===== src/rtl/border_scanner_if.sv =====
// Border scanner bus: frame request, coordinate probe to the border
// generator, and the row stream handed to the display.
//
// Row stream handshake: the scanner raises row_valid with row_data and
// row_idx stable; a row is transferred on a rising clock edge where both
// row_valid and row_ready are high. While row_valid is high and row_ready
// is low, row_data, row_idx, x and y do not change. row_valid never rises
// outside a pending row, and row_ready is ignored while no row is offered.
interface border_scanner_if;
  logic        start;
  logic [3:0]  x;
  logic [3:0]  y;
  logic        is_border;
  logic [15:0] row_data;
  logic [3:0]  row_idx;
  logic        row_valid;
  logic        row_ready;
  logic        busy;
  logic        done;
  logic [8:0]  border_count;

  // Scanner side: drives coordinates and the row stream.
  modport master (
    input  start,
    input  is_border,
    input  row_ready,
    output x,
    output y,
    output row_data,
    output row_idx,
    output row_valid,
    output busy,
    output done,
    output border_count
  );

  // Environment side: requests frames, answers probes, consumes rows.
  modport slave (
    output start,
    output is_border,
    output row_ready,
    input  x,
    input  y,
    input  row_data,
    input  row_idx,
    input  row_valid,
    input  busy,
    input  done,
    input  border_count
  );
endinterface


===== src/rtl/border_scanner.sv =====
// Border scanner: walks a COLS x ROWS grid one pixel per cycle, asks a
// combinational generator whether (x,y) is a border pixel, packs each row
// into a bitmap and hands it downstream over a valid/ready stream.
// A frame ends with a one-cycle done pulse; border_count keeps the total
// for the finished frame until the next start.
module border_scanner #(
  parameter int COLS = 16,
  parameter int ROWS = 16
) (
  input  logic              clk,
  input  logic              rst,
  border_scanner_if.master  bus,
  output logic [1:0]        state_dbg
);

  // Last legal coordinates, sized to the coordinate ports.
  localparam logic [3:0] X_LAST = 4'(COLS - 1);
  localparam logic [3:0] Y_LAST = 4'(ROWS - 1);

  typedef enum logic [1:0] {
    IDLE = 2'd0,
    SCAN = 2'd1,
    SEND = 2'd2,
    DONE = 2'd3
  } state_t;

  state_t      state;
  logic [3:0]  x_q;
  logic [3:0]  y_q;
  logic [15:0] row_data_q;
  logic [3:0]  row_idx_q;
  logic        row_valid_q;
  logic        busy_q;
  logic        done_q;
  logic [8:0]  border_count_q;

  // Frame sequencer: every output is a register updated here, so the
  // generator and the display see glitch-free coordinates and row data.
  always_ff @(posedge clk or posedge rst) begin
    if (rst) begin
      state          <= IDLE;
      x_q            <= '0;
      y_q            <= '0;
      row_data_q     <= '0;
      row_idx_q      <= '0;
      row_valid_q    <= 1'b0;
      busy_q         <= 1'b0;
      done_q         <= 1'b0;
      border_count_q <= '0;
    end else begin
      // done is a single-cycle pulse; only the last row handshake sets it.
      done_q <= 1'b0;
      case (state)
        IDLE: begin
          // Coordinates already rest at 0 here; a request opens a fresh frame.
          if (bus.start) begin
            state          <= SCAN;
            busy_q         <= 1'b1;
            x_q            <= '0;
            y_q            <= '0;
            row_data_q     <= '0;
            border_count_q <= '0;
          end
        end

        SCAN: begin
          // One pixel per cycle: record the generator answer for (x,y).
          // x never exceeds COLS-1, so bits at or above COLS stay cleared.
          row_data_q[x_q] <= bus.is_border;
          // At most 256 pixels per frame, so 9 bits never wrap.
          border_count_q  <= border_count_q + 9'(bus.is_border);
          if (x_q == X_LAST) begin
            // Row complete: x holds, offer the row downstream.
            state       <= SEND;
            row_valid_q <= 1'b1;
            row_idx_q   <= y_q;
          end else begin
            x_q <= x_q + 4'd1;
          end
        end

        SEND: begin
          // Nothing moves until the display takes the row.
          if (bus.row_ready) begin
            row_valid_q <= 1'b0;
            if (y_q == Y_LAST) begin
              // Last row taken: y and row_data keep their final values.
              state  <= DONE;
              done_q <= 1'b1;
            end else begin
              state      <= SCAN;
              y_q        <= y_q + 4'd1;
              x_q        <= '0;
              row_data_q <= '0;
            end
          end
        end

        DONE: begin
          // start is deliberately not looked at here; only IDLE accepts it.
          state  <= IDLE;
          busy_q <= 1'b0;
          x_q    <= '0;
          y_q    <= '0;
        end

        default: begin
          state <= IDLE;
        end
      endcase
    end
  end

  assign bus.x            = x_q;
  assign bus.y            = y_q;
  assign bus.row_data     = row_data_q;
  assign bus.row_idx      = row_idx_q;
  assign bus.row_valid    = row_valid_q;
  assign bus.busy         = busy_q;
  assign bus.done         = done_q;
  assign bus.border_count = border_count_q;
  assign state_dbg        = state;

endmodule


===== src/flat_wrapper.sv =====
// flat-port wrapper written by rule: the top's interface ports become plain ports
module border_scanner_flat 
#(
  parameter int COLS = 16,
  parameter int ROWS = 16
)
  (clk, rst, state_dbg, bus_start, bus_is_border, bus_row_ready, bus_x, bus_y, bus_row_data, bus_row_idx, bus_row_valid, bus_busy, bus_done, bus_border_count);
  border_scanner_if bus_i ();
  input  logic clk;
  input  logic rst;
  output logic [1:0] state_dbg;
  input wire logic [$bits(bus_i.start)-1:0] bus_start;
  input wire logic [$bits(bus_i.is_border)-1:0] bus_is_border;
  input wire logic [$bits(bus_i.row_ready)-1:0] bus_row_ready;
  output wire logic [$bits(bus_i.x)-1:0] bus_x;
  output wire logic [$bits(bus_i.y)-1:0] bus_y;
  output wire logic [$bits(bus_i.row_data)-1:0] bus_row_data;
  output wire logic [$bits(bus_i.row_idx)-1:0] bus_row_idx;
  output wire logic [$bits(bus_i.row_valid)-1:0] bus_row_valid;
  output wire logic [$bits(bus_i.busy)-1:0] bus_busy;
  output wire logic [$bits(bus_i.done)-1:0] bus_done;
  output wire logic [$bits(bus_i.border_count)-1:0] bus_border_count;
  assign bus_i.start = bus_start;
  assign bus_i.is_border = bus_is_border;
  assign bus_i.row_ready = bus_row_ready;
  assign bus_x = bus_i.x;
  assign bus_y = bus_i.y;
  assign bus_row_data = bus_i.row_data;
  assign bus_row_idx = bus_i.row_idx;
  assign bus_row_valid = bus_i.row_valid;
  assign bus_busy = bus_i.busy;
  assign bus_done = bus_i.done;
  assign bus_border_count = bus_i.border_count;
  border_scanner #(.COLS(COLS), .ROWS(ROWS)) u_core (.clk(clk), .rst(rst), .bus(bus_i), .state_dbg(state_dbg));
endmodule

===== config.mk =====
export PLATFORM = sky130hd
export DESIGN_NAME = border_scanner_flat
export DESIGN_NICKNAME = d
export VERILOG_FILES = /design/src/rtl/border_scanner_if.sv /design/src/rtl/border_scanner.sv /design/src/flat_wrapper.sv
export SDC_FILE = /design/constraint.sdc
export NUM_CORES = 1
export LEC_CHECK = 0
export ABC_AREA = 1
export BUFFER_PORTS_ARGS = -buffer_cell sky130_fd_sc_hd__clkbuf_2
export CAP_MARGIN = 20
export CORE_MARGIN = 2
export CORE_UTILIZATION = 40
export CTS_CLUSTER_DIAMETER = 150
export DETAILED_ROUTE_END_ITERATION = 7
export GPL_ROUTABILITY_DRIVEN = 0
export SLEW_MARGIN = 20
export SYNTH_ARGS = -nofsm -noshare
export SYNTH_HDL_FRONTEND = slang
export SYNTH_SLANG_ARGS = --single-unit

===== constraint.sdc =====
create_clock -name clk -period 3.8 [get_ports clk]
set_input_delay 0.38 -clock clk [delete_from_list [all_inputs] [get_ports clk]]
set_output_delay 0.38 -clock clk [all_outputs]
set_load 0.05 [all_outputs]

Word level (Yosys, flattened, before mapping)
Cells that the tools add are included.
{"block": "classes", "n_addsub": 3, "n_reduce_logical": 15, "muxes": 30, "n_eq_ne": 10, "n_lt_le_gt_ge": 2}
{"cell": "two-way mux 16 bit", "n": 3}
{"cell": "one-hot mux 16 bit (3 select lines)", "n": 1}
{"cell": "two-way mux 4 bit", "n": 6}
{"cell": "one-hot mux 9 bit (2 select lines)", "n": 1}
{"cell": "bitwise mux 16 bit", "n": 1}
{"cell": "one-hot mux 4 bit (4 select lines)", "n": 1}
{"cell": "one-hot mux 4 bit (3 select lines)", "n": 1}
{"cell": "AND reduction 4 bit", "n": 3}
{"cell": "adder 9 x 1 -> 9 bit", "n": 1}
{"cell": "two-way mux 9 bit", "n": 1}
{"cell": "adder 4 x 1 -> 4 bit, second input constant", "n": 2}
{"cell": "equality test 4 bit, second input constant", "n": 2}
{"cell": "two-way mux 2 bit", "n": 4}
{"cell": "!= test 2 bit, second input constant", "n": 4}
{"cell": "one-hot mux 2 bit (4 select lines)", "n": 1}
{"cell": "two-way mux 1 bit", "n": 7}
{"cell": "AND reduction 2 bit", "n": 3}
{"cell": "AND reduction 3 bit", "n": 2}
{"cell": "nonzero test 2 bit", "n": 3}
{"cell": "nonzero test 3 bit", "n": 2}
{"cell": "< comparator 4 x 5 -> 1 bit, second input constant", "n": 1}
{"cell": "demux 1 bit (select 4 bit)", "n": 1}
{"cell": "equality test 2 bit, second input constant", "n": 2}
{"cell": ">= comparator 4 x 1 -> 1 bit, second input constant", "n": 1}
{"cell": "5 further kinds", "n": 6}
{"block": "totals", "wordCells": 69, "inputBits": 5, "register_bits": 42}

Logic depth before layout (Yosys ltp)
{"block": "logic_depth", "ltp_word": 6, "mapped_depth": 8, "depth_no_buf": 8}

Worst setup path after synthesis
No wires, ideal clock.
{"block": "synth_path", "path_type": "register to register", "start": "register u_core.x_q[1], in the netlist u_core.bus.x[1]", "end": "register u_core.row_idx_q[3], in the netlist u_core.bus.row_idx[3]", "setup_time_ps": 127, "n_path_buf": 1, "slack_ps": 1991, "t_required_ps": 3673, "stages_incl_launch_ff": 8, "t_arrival_ps": 1682, "path_cell_list": "dfrtp_1 ha_1 clkbuf_1 nand3_1 nor2_2 inv_1 nand2_1 o21ai_0"}
{"block": "synth_between", "elab_chain_cells": 2}
{"element": "start, declared", "line_no": "border_scanner.sv:28", "text": "logic [3:0] x_q;"}
{"element": "start signal, assigned", "line_no": "border_scanner.sv:78", "text": "x_q <= x_q + 4'd1;"}
{"element": "equality test 4 bit", "line_no": "border_scanner.sv:72", "text": "if (x_q == X_LAST) begin"}
{"element": "AND reduction 2 bit (no line)"}
{"element": "end signal, assigned", "line_no": "border_scanner.sv:76", "text": "row_idx_q <= y_q;"}
{"element": "end, declared", "line_no": "border_scanner.sv:31", "text": "logic [3:0] row_idx_q;"}
No other way between the ends.
A chain may end at the register's enable or synchronous reset.

Worst setup path after layout
{"block": "layout_path", "start": "register u_core.x_q[2], in the netlist u_core.bus.x[2]", "end": "output bus_x[2]"}
{"element": "end, declared", "line_no": "flat_wrapper.sv:15", "text": "output wire logic [$bits(bus_i.x)-1:0] bus_x;"}
No word-level cell between the ends.

==> run_results.csv <==
group,metric,value,unit
run_status,status,"finished, final reports clean",
floorplanning,die_h,79.7,um
timing,setup_viol,0,
synth,ys_warn_count,0,
synth,syn_area,2290,um2
worst_setup_path,r2r_slack,2.15,ns
floorplanning,boundaryPins,47,
synth,yosysTopAreaCell,"dfrtp_1",
clock_network,postCtsSetupRepairBufs,0,
timing,drv_slew,0,
clock_network,root_buffer,"clkbuf_8",
timing,clock_skew,0.00382,ns
global_route,first_global_vias,1842,
timing,rsz0062_at_grt,"false",
route,vias,2092,
clock_network,htreeDepth,2,
worst_setup_path,critPathBufInv,1,
cells_and_area,drive_gt1_share,17.5,%
route,ant_nets,0,
clock_network,max-clock-path-buffers,2,
clock_network,cts_tree,"done",
worst_setup_path,cpPeakStageDelay,0.67,ns
worst_setup_path,worstPathArrival,1.33,ns
pwr,power_density,651,nW/um2
floorplanning,fp.dieW,79.7,um
route,drt-initial-drc-count,143,
route,drc,0,
synth,syn_nets,324,
clock_network,cts_buffers,5,
route,drtPass1Iterations,4,
floorplanning,core-area,5510,um2
global_route,track_usage,18.1,%
worst_setup_path,critPathRequiredTime,3.42,ns
cells_and_area,nets,366,
flow_run,cap_violations,0,
cells_and_area,utilization,48.1,%
pwr,static-leakage-power,1.53,nW
clock_network,cts-hold-fix-buffers,0,
timing,fin_tns_setup,0,ns
global_route,grt_max_degree,43,
synth,syn_area_per_cell,7.35,um2
synth,synthCells,312,
clock_network,clkTransAtPathRegs,0.08,ns
synth,synth_cell_types,24,
timing,period_share,45.0,%
timing,max-slew-margin-rel,59.4,%
clock_network,postCtsResizedCells,0,
place,io_buffers,46,
clock_network,clk_latency,0.29,ns
worst_setup_path,endpoint_kind,"output pin",
synth,synth_seq_cells,42,
timing,period_needed,1.71,ns
worst_setup_path,crit_fanout,16,
global_route,grt_pass1_wl,9030,um
synth,ys_seq_area_share,45.8,%
timing,tightest_slew,0.607,ns
worst_setup_path,worst_setup_path_start_kind,"flip-flop",
worst_setup_path,crit_chain,"clkbuf_2",
route,wire_per_inst,12.2,um
cells_and_area,syn2layout_area_growth,15.4,%
cells_and_area,antenna_cells,0,
route,via_per_inst,4.90,
worst_setup_path,crit_slowest_cell,"dfrtp_1",
route,wl,5210,um
timing,finalHoldViolCount,0,
floorplanning,num_rows,27,
pwr,ir_worst_vdd,0.297,mV
worst_setup_path,crit_type,"reg -> out",
floorplanning,start_util,41.6,%
place,place_hpwl,3660,um
synth,yosysTopAreaCellShare,45.8,%
worst_hold_path,hold_path_class,"in -> async",
floorplanning,die_area,6360,um2
global_route,grt_overflow_total,0,
clock_network,cts_num_sinks,42,
global_route,antenna_found_initial,0,
timing,clock.fmax,585,MHz
worst_setup_path,crit_family,"flip-flops",
synth,netlist_top_cells_area,"dfrtp_1 46%, nand2_1 20%, nand3_1 10%, inv_1 4.6%, ha_1 3.8%",
cells in the mapped netlist:
cell type,count
nand3_1,46
a22o_1,2
nor2_4,1
o22ai_1,1
dfrtp_1,42
nor2_2,3
clkinv_1,1
nand4_1,12
buf_6,1
a21oi_1,3
inv_2,2
nand2_1,125
buf_4,2
ha_1,7
nand2_2,1
nand3b_1,1
inv_1,28
clkbuf_1,5
buf_2,4
xnor2_1,1
or2_2,1
o21bai_1,1
nor2_1,13
o21ai_0,9
cell type report:
class / instances / area, um2
Timing Repair Buffer: 47 / 238
Clock buffer: 7 / 86.3
Inverter: 31 / 116
Fill cell: 567 / 2860
Sequential cell: 42 / 1050
Tap cell: 72 / 90.1
Clock inverter: 1 / 5.00
Multi-Input combinational cell: 227 / 1060
per-stage QoR:
stage	cell area (um2)	cells	setup slack, ns	hold slack, ns	total power, mW
6_report	2650	427	2.09	0.198	1.72
5_1_grt	2650	427	1.93	0.255	1.86
4_1_cts	2650	427	2.09	0.225	1.75
3_5_place_dp	2560	419	2.14	0.462	1.44
3_3_place_gp	2560	419	2.16	0.457	1.43
2_1_floorplan	2290	312	1.99	0.497	1.27
worst min-delay path, cell delays in order:
cell      delay, ns
clkbuf_2       0.08
inv_1          0.04
buf_4          0.45
final timing paths:
kind,startpoint,end,depth (start not counted)
min in group clk,bus_start,u_core.bus.busy,3
worst min register to register,u_core.bus.row_data[9],u_core.bus.row_data[9],2
max in group asynchronous,rst,u_core.bus.x[2],3
worst max-delay path,u_core.bus.x[2],bus_x[2],1
worst max register to register,u_core.state_dbg[0],u_core.bus.x[0],6
worst min-delay path,rst,u_core.bus.row_data[15],3
sequential cells by signal, summed over array words and instances, names as in the netlist:
name	count
u_core.bus.busy	1
u_core.bus.done	1
u_core.bus.row_data	16
u_core.bus.border_count	9
u_core.state_dbg	2
u_core.bus.row_valid	1
u_core.bus.x	4
u_core.bus.y	4
u_core.bus.row_idx	4
power by group:
| part | internal (mW) | switching (mW) |
|---|---|---|
| logic | 0.207 | 0.627 |
| registers | 0.511 | 0.0798 |
| clock network | 0.147 | 0.151 |
routing by layer:
layer	vias to the layer above	wire (um)	track usage (%)
met5	-	0	0
met4	0	65	5.69
met3	4	244	3.62
met2	56	2280	26.1
li1	1080	-	-
met1	952	2620	27.0
cells by family after synthesis:
| kind of cell | after synthesis | share of synthesized area [%] |
|---|---|---|
| simple gates | 203 | 38.1 |
| buf+inv | 43 | 7.91 |
| flops | 42 | 45.8 |
| compound gates | 16 | 3.98 |
| fa+ha+maj | 7 | 3.82 |
| xor+xnor | 1 | 0.382 |
placed cells by master, fill, tap and decap left out, drive strengths merged:
cell type  count
nand4         12
a21oi          3
or2            1
a22o           2
nand3b         1
nand2        126
ha             7
nor2          17
inv           30
o22ai          1
o21ai          9
o21bai         1
clkinv         2
nand3         46
buf            1
dfrtp         42
xnor2          1
clkbuf        53
Power figures use the tool's default switching activity.
